===== src/rtl/ram_scanout.sv =====
// rtl/ram_scanout.sv - scans the loaded byte RAM once per frame into a stream of RGB565 pixels
module ram_scanout #(
    parameter int BYTES       = 12288,
    parameter int ADDR_W      = 14,
    parameter int LINE_PIXELS = 64
) (
    input  logic              clk,
    input  logic              rst_n,
    input  logic              ram_ready,
    input  logic              frame_start,
    output logic [ADDR_W-1:0] address,
    input  logic [15:0]       dataout,
    output logic [15:0]       px_data,
    output logic              px_valid,
    input  logic              px_ready,
    output logic              px_eol,
    output logic              px_last,
    output logic              busy,
    output logic              frame_done
);

    localparam int PIXELS = BYTES / 2;
    localparam int LW     = (LINE_PIXELS > 1) ? $clog2(LINE_PIXELS) : 1;

    typedef enum logic [1:0] {S_IDLE, S_FETCH, S_DRAIN} state_t;

    state_t            state, state_nxt;
    logic [ADDR_W:0]   byte_cnt;
    logic [ADDR_W-1:0] pix_cnt;
    logic [LW-1:0]     line_cnt;
    logic              rd_vld, rd_odd;
    logic [7:0]        hi_byte;
    logic [1:0]        asm_cnt;
    logic [17:0]       fifo_mem [2];
    logic              wr_ptr, rd_ptr;
    logic [1:0]        fifo_cnt;
    logic [17:0]       head;
    logic              issue, push, pop, done_nxt, start;
    logic              last_byte;
    logic              unused_hi;

    assign unused_hi = ^dataout[15:8];

    assign head      = fifo_mem[rd_ptr];
    assign px_valid  = (fifo_cnt != 2'd0);
    assign px_data   = px_valid ? head[15:0] : 16'd0;
    assign px_eol    = px_valid & head[16];
    assign px_last   = px_valid & head[17];
    assign busy      = (state != S_IDLE);
    assign address   = byte_cnt[ADDR_W-1:0];
    assign push      = rd_vld & rd_odd;
    assign pop       = px_valid & px_ready;
    assign last_byte = (byte_cnt == (ADDR_W+1)'(BYTES - 1));
    assign start     = (state == S_IDLE) & frame_start & ram_ready;

    // A pixel reserves its FIFO slot when its even byte issues, so the odd byte never waits.
    always_comb begin
        state_nxt = state;
        issue     = 1'b0;
        done_nxt  = 1'b0;
        case (state)
            S_IDLE: begin
                if (frame_start && ram_ready)
                    state_nxt = S_FETCH;
            end
            S_FETCH: begin
                issue = byte_cnt[0] || (({1'b0, fifo_cnt} + {1'b0, asm_cnt}) < 3'd2);
                if (issue && last_byte)
                    state_nxt = S_DRAIN;
            end
            S_DRAIN: begin
                if (pop && head[17]) begin
                    state_nxt = S_IDLE;
                    done_nxt  = 1'b1;
                end
            end
            default: state_nxt = S_IDLE;
        endcase
    end

    always_ff @(posedge clk) begin
        if (!rst_n) begin
            state       <= S_IDLE;
            frame_done  <= 1'b0;
            byte_cnt    <= '0;
            pix_cnt     <= '0;
            line_cnt    <= '0;
            rd_vld      <= 1'b0;
            rd_odd      <= 1'b0;
            hi_byte     <= 8'd0;
            asm_cnt     <= 2'd0;
            fifo_mem[0] <= 18'd0;
            fifo_mem[1] <= 18'd0;
            wr_ptr      <= 1'b0;
            rd_ptr      <= 1'b0;
            fifo_cnt    <= 2'd0;
        end else begin
            state      <= state_nxt;
            frame_done <= done_nxt;
            rd_vld     <= issue;
            rd_odd     <= byte_cnt[0];

            if (start) begin
                byte_cnt <= '0;
                asm_cnt  <= 2'd0;
            end else begin
                if (issue && !last_byte)
                    byte_cnt <= byte_cnt + 1'b1;
                asm_cnt <= asm_cnt + 2'(issue & ~byte_cnt[0]) - 2'(push);
            end

            if (rd_vld && !rd_odd)
                hi_byte <= dataout[7:0];

            if (start) begin
                pix_cnt  <= '0;
                line_cnt <= '0;
            end else if (push) begin
                fifo_mem[wr_ptr] <= {pix_cnt == ADDR_W'(PIXELS - 1),
                                     line_cnt == LW'(LINE_PIXELS - 1),
                                     hi_byte, dataout[7:0]};
                wr_ptr  <= ~wr_ptr;
                pix_cnt <= pix_cnt + 1'b1;
                if (line_cnt == LW'(LINE_PIXELS - 1))
                    line_cnt <= '0;
                else
                    line_cnt <= line_cnt + 1'b1;
            end

            if (pop)
                rd_ptr <= ~rd_ptr;
            fifo_cnt <= fifo_cnt + 2'(push) - 2'(pop);
        end
    end

endmodule


===== config.mk =====
export PLATFORM = sky130hd
export DESIGN_NAME = ram_scanout
export DESIGN_NICKNAME = d
export VERILOG_FILES = /design/src/rtl/ram_scanout.sv
export SDC_FILE = /design/constraint.sdc
export NUM_CORES = 1
export LEC_CHECK = 0
export BUFFER_PORTS_ARGS = -buffer_cell sky130_fd_sc_hd__buf_4
export CORE_MARGIN = 3
export CORE_UTILIZATION = 45
export CTS_CLUSTER_SIZE = 24
export DETAILED_ROUTE_END_ITERATION = 8
export GPL_ROUTABILITY_DRIVEN = 0
export SYNTH_ARGS = -nofsm -noshare
export SYNTH_HDL_FRONTEND = slang
export SYNTH_SLANG_ARGS = --single-unit

===== constraint.sdc =====
create_clock -name clk -period 3.68 [get_ports clk]
set_clock_uncertainty 0.1 [all_clocks]
set_input_delay 0.736 -clock clk [delete_from_list [all_inputs] [get_ports clk]]
set_output_delay 0.736 -clock clk [all_outputs]
set_load 0.02 [all_outputs]

# Word-level counts from Yosys, hierarchy flattened
# Memories as Yosys holds them, arrays and structs flattened. A register that Yosys moved wholly into a read port is not among the register bits.
# Index checks and enable logic that the tools add are counted.
# word_totals
memories	1
mem_bits_rw	36
register_bits	54
out_inout_bits	35
word_cells	76
# classes
magnitude_cmp	1
n_bitwise	12
add_sub_neg	8
n_reduce_logical	16
eq_ne	8
mux	18
# memory_table
name	depth	word_bits	rd	rd_clocked_by_memory_dff	wr	line_no	source
fifo_mem	2	18	1	1	2	34	logic [17:0] fifo_mem [2];
# ops
operator	count
2-to-1 mux 18 bit	1
OR reduction 18 bit	1
2-to-1 mux 16 bit	1
adder 15 x 1 -> 15 bit, second input constant	1
== test 15 x 14 -> 1 bit, second input constant	1
adder 14 x 1 -> 14 bit, second input constant	1
== test 14 x 13 -> 1 bit, second input constant	1
2-to-1 mux 1 bit	11
adder 6 x 1 -> 6 bit, second input constant	1
bitwise AND 1 bit	6
== test 6 bit, second input constant	1
2-to-1 mux 2 bit	3
2-to-1 mux 6 bit	1
one-hot mux 2 bit (3 select lines)	1
logical AND 1 bit	5
inequality test 2 bit, second input constant	2
inverter 1 bit	4
AND reduction 2 bit	2
nonzero test 2 bit	2
subtractor 2 x 1 -> 2 bit	2
adder 2 x 2 -> 3 bit	1
less-than comparator 3 x 2 -> 1 bit, second input constant	1
AND reduction 3 bit	1
adder 2 x 1 -> 2 bit	1
10 further kinds	11

# Depth between registers and ports, before layout
# logic_depth
word_depth	8
ltp_mapped	13
mapped_depth_nobuf	11

# Worst setup path before layout
# No wires, ideal clock.
# synth_timing
kind	in2reg
from	input ram_ready
to	memory fifo_mem[0][0], enable pin
arrival_ns	2.401
stages	2
required_ns	3.159
path_slack_ns	0.758
setup_time_ns	0.421
path_buffers	0
cell_sequence	and4bb_1 > o31ai_1
# synth_lines
element	line_no	source
start: declaration	9	input logic ram_ready,
end: declaration	34	

==> results.md <==
| Group | Quantity | This run |
|:---|:---|:---|
| status | Result of the run | complete, no violations |
| placement | I/O Buffers | 47 |
| layout | Final antenna diode count | 0 |
| clocking | Cts bufs inserted | 9 |
| synthesis | Post-synthesis cell type count | 39 |
| synthesis | Syn avg cell area | 10.2 µm² |
| synthesis | Number of synthesized flops with an enable pin | 36 |
| sta | Final-report max-slew violation count | 0 |
| sta | Hold WS | 0.382 ns |
| detailed routing | Number of optimization iterations in the first detailed-route pass | 4 |
| sta | TNS Setup | 0 ns |
| grt | Global-route wire length before repair | 13300 µm |
| setup path | Worst-path maximum fanout | 12 |
| die | Horizontal die dimension | 103 µm |
| die | Initial Util | 0.473 |
| pwr | Areal power density over the cells | 489 nW/µm² |
| grt | Vias in the first global route | 2754 |
| clocking | TritonCTS clock tree | done |
| clocking | Clock root cell | sky130_fd_sc_hd__clkbuf_8 |
| placement | Area after DPL | 4550 µm² |
| clocking | CTS hold repair buffers | 0 |
| die | Overall die height | 103 µm |
| detailed routing | Routed Wire Length | 8200 µm |
| layout | Total Nets Final | 471 |
| synthesis | Share of synthesized flip-flops with an asynchronous set or reset | 0 |
| sta | Final worst path period need | 2.69 ns |
| setup path | CP arrival | 1.85 ns |
| clocking | CTS Buffer Depth | 2 |
| grt | Maximum number of pins on one net before global-route repair | 33 |
| sta | Period utilization | 0.730 |
| setup path | Critical path buffer and inverter count | 2 |
| layout | Layout-stage area growth over the synthesis result | 13.0% |
| synthesis | Cells after Synth | 413 |
| detailed routing | Number of nets with antenna violations after routing | 0 |
| setup path | Critical path's largest stage delay | 0.77 ns |
| detailed routing | Drt wl/cell | 14.8 µm |
| synthesis | Number of nets in the synthesized netlist | 442 |
| die | # IOs | 56 |
| die | Die Footprint | 10600 µm² |
| pwr | Static power due to leakage | 0.00180 µW |
| clocking | Clock-pin slew reported for the worst setup and hold paths after clock tree synthesis | 0.09 ns |
| job | Max-cap violation count | 0 |
| sta | Setup repair after global routing missed its margin | no |
| grt | Global-route usage over all layers | 0.161 |
| detailed routing | Via/cell ratio | 5.28 |
| setup path | Worst Path Class, Setup | register to output port |
| die | Area of the placeable core | 8930 µm² |
| setup path | Required time of the critical path | 2.84 ns |
| setup path | Sequence of cells on the critical path | buf_4 -> mux2i_1 -> nor2_1 -> buf_4 |
| synthesis | Combined area of all synthesized cells | 4230 µm² |
| synthesis | YS warnings | 0 |
| synthesis | Flops & latches, synth | 91 |
| pwr | Max rail drop VDD | 0.221 mV |
| grt | Leftover overflow at the end of global routing | 0 |
| layout | Share of layout cells above drive strength 1 | 0.166 |
| clocking | H-tree level count | 3 |
| sta | Finish-stage setup viols | 0 |
| sta | Final Hold Fails | 0 |
| synthesis | Main flop type after synthesis | sky130_fd_sc_hd__dfxtp_1 |
| sta | Relative max-transition margin | 0.265 |
| detailed routing | Via total after detailed routing | 2932 |
| setup path | Standard cell with the maximum stage delay on the critical path | sky130_fd_sc_hd__dfxtp_1 |
| clocking | Count of clock tree sinks | 91 |
| clocking | Resize count post-CTS | 0 |
| placement | Post-DP HPWL | 5430 µm |
| detailed routing | Remaining DRCs | 0 |
| die | Cell row count | 34 |
| synthesis | Seq/Total Area, Yosys | 0.516 |
| min path | Type of the tightest min-delay check | register to register |
| clocking | Number of setup buffers added after CTS | 0 |
| setup path | Sort of element at the end of the critical path | output port |
| sta | Peak Freq | 0.372 GHz |
| setup path | Kind of cell adding the most delay to the critical path | flip-flops |
| setup path | Cell repeated most along the worst path | sky130_fd_sc_hd__buf_4 |
| clocking | Later-pin clock latency in the skew report | 0.35 ns |
| layout | Post-route cell area | 4780 µm² |
| setup path | Startpoint type of the worst setup path | register |
| grt | Initial antenna violation count | 0 |
| sta | Slew of the pin with the lowest slew margin | 1.10 ns |
| detailed routing | Number of violations reported at the end of detailed-routing iteration 0 | 144 |
[state kept, by name, indices dropped and copies added, names as in the netlist, named ones only]
name,cells
asm_cnt,2
byte_cnt,15
fifo_cnt,2
fifo_mem,36
frame_done,1
hi_byte,8
line_cnt,6
pix_cnt,14
rd_odd,1
rd_ptr,1
rd_vld,1
state,2
wr_ptr,1
[metrics by stage]
stage,utilization,setup slack [ns],cells,power (µW)
after floorplan,-,0.758,413,1440
after global placement,0.510,1.03,539,1610
after detailed placement,0.510,0.997,539,1620
after CTS,0.535,0.929,555,2370
after global routing,0.535,0.864,555,2450
final,0.535,0.993,555,2340
[layout by cell type (no fill, tap or decap), drive strengths merged, types with 8 or more instances in the layout]
master  Yosys  routed
nand4      13      13
o21ai       8       8
edfxtp     36      36
and4        8       8
clkbuf     13       9
dfxtp      55      55
or3         8       8
and2       35      35
a21oi      18      18
nand3      15      15
or4         9       9
buf        21      52
nor2       54      54
o31ai      10      10
mux2i      29      29
nand2      19      19
xor2       15      15
inv         9      10
[worst register-to-register path, cell delays in order, from the launching register on]
cell and delay [ns]:
sky130_fd_sc_hd__dfxtp_1 0.39, sky130_fd_sc_hd__nand2_1 0.08, sky130_fd_sc_hd__fa_1 0.49, sky130_fd_sc_hd__a21o_1 0.19, sky130_fd_sc_hd__nand2_1 0.08, sky130_fd_sc_hd__or2_2 0.28, sky130_fd_sc_hd__ha_1 0.27, sky130_fd_sc_hd__inv_1 0.04
sky130_fd_sc_hd__ha_1 0.17, sky130_fd_sc_hd__xor2_1 0.16, sky130_fd_sc_hd__xnor2_1 0.14, sky130_fd_sc_hd__nor2_1 0.05
[layout make-up]
cell class	count	area [µm²]
clock buffers	9	124
clock inverters	7	100
fillers	813	4160
inverters	9	33.8
multi-input cells	279	1810
flip-flops and latches	91	2180
well taps	108	135
repair buffers	52	390
[kinds of logic after synthesis]
group           synth area share
xor+xnor                  0.0456
simple gates               0.235
buf+inv                   0.0568
flops                      0.516
mux                       0.0686
compound gates            0.0524
fa+ha+maj                 0.0254
[metal layers]
| metal | part of all wire | GRT usage |
|---|---|---|
| met1 | 0.51 | 0.224 |
| met2 | 0.44 | 0.254 |
| met3 | 0.039 | 0.0359 |
| met4 | 0.0089 | 0.0478 |
| met5 | 0 | 0 |
[cells in the mapped netlist, types with 8 or more instances]
cell                       instances  area [µm²]
sky130_fd_sc_hd__nor2_1           54         203
sky130_fd_sc_hd__nand2_1          19        71.3
sky130_fd_sc_hd__nand3_1          15        75.1
sky130_fd_sc_hd__xor2_1           15         131
sky130_fd_sc_hd__o31ai_1          10        75.1
sky130_fd_sc_hd__inv_1             9        33.8
sky130_fd_sc_hd__clkbuf_1         13        48.8
sky130_fd_sc_hd__nand4_1          13        81.3
sky130_fd_sc_hd__o21ai_0           8        40.0
sky130_fd_sc_hd__mux2i_1          29         290
sky130_fd_sc_hd__dfxtp_1          55        1100
sky130_fd_sc_hd__and2_1           35         219
sky130_fd_sc_hd__or4_1             9        67.6
sky130_fd_sc_hd__a21oi_1          18        90.1
sky130_fd_sc_hd__buf_4            16         120
sky130_fd_sc_hd__or3_1             8        50.1
sky130_fd_sc_hd__edfxtp_1         36        1080
[worst paths after layout]
kind / start / to / slack [ns] / depth (start not counted)
min: line_cnt[1]$_SDFFE_PP0P_ / line_cnt[1]$_SDFFE_PP0P_ / 0.38 / 2
min reg2reg: line_cnt[1]$_SDFFE_PP0P_ / line_cnt[1]$_SDFFE_PP0P_ / 0.38 / 2
max reg2reg: fifo_cnt[0]$_SDFF_PN0_ / asm_cnt[1]$_SDFF_PP0_ / 1.11 / 11
max: register / px_data[11] / 0.99 / 4
[power breakdown]
group	internal, µW	leakage [µW]	switching (µW)
logic	192	0.000881	270
registers	1080	0.000815	43.3
clock network	386	0.000102	360
total	1660	0.00180	674
Power figures use the tool's default switching activity.
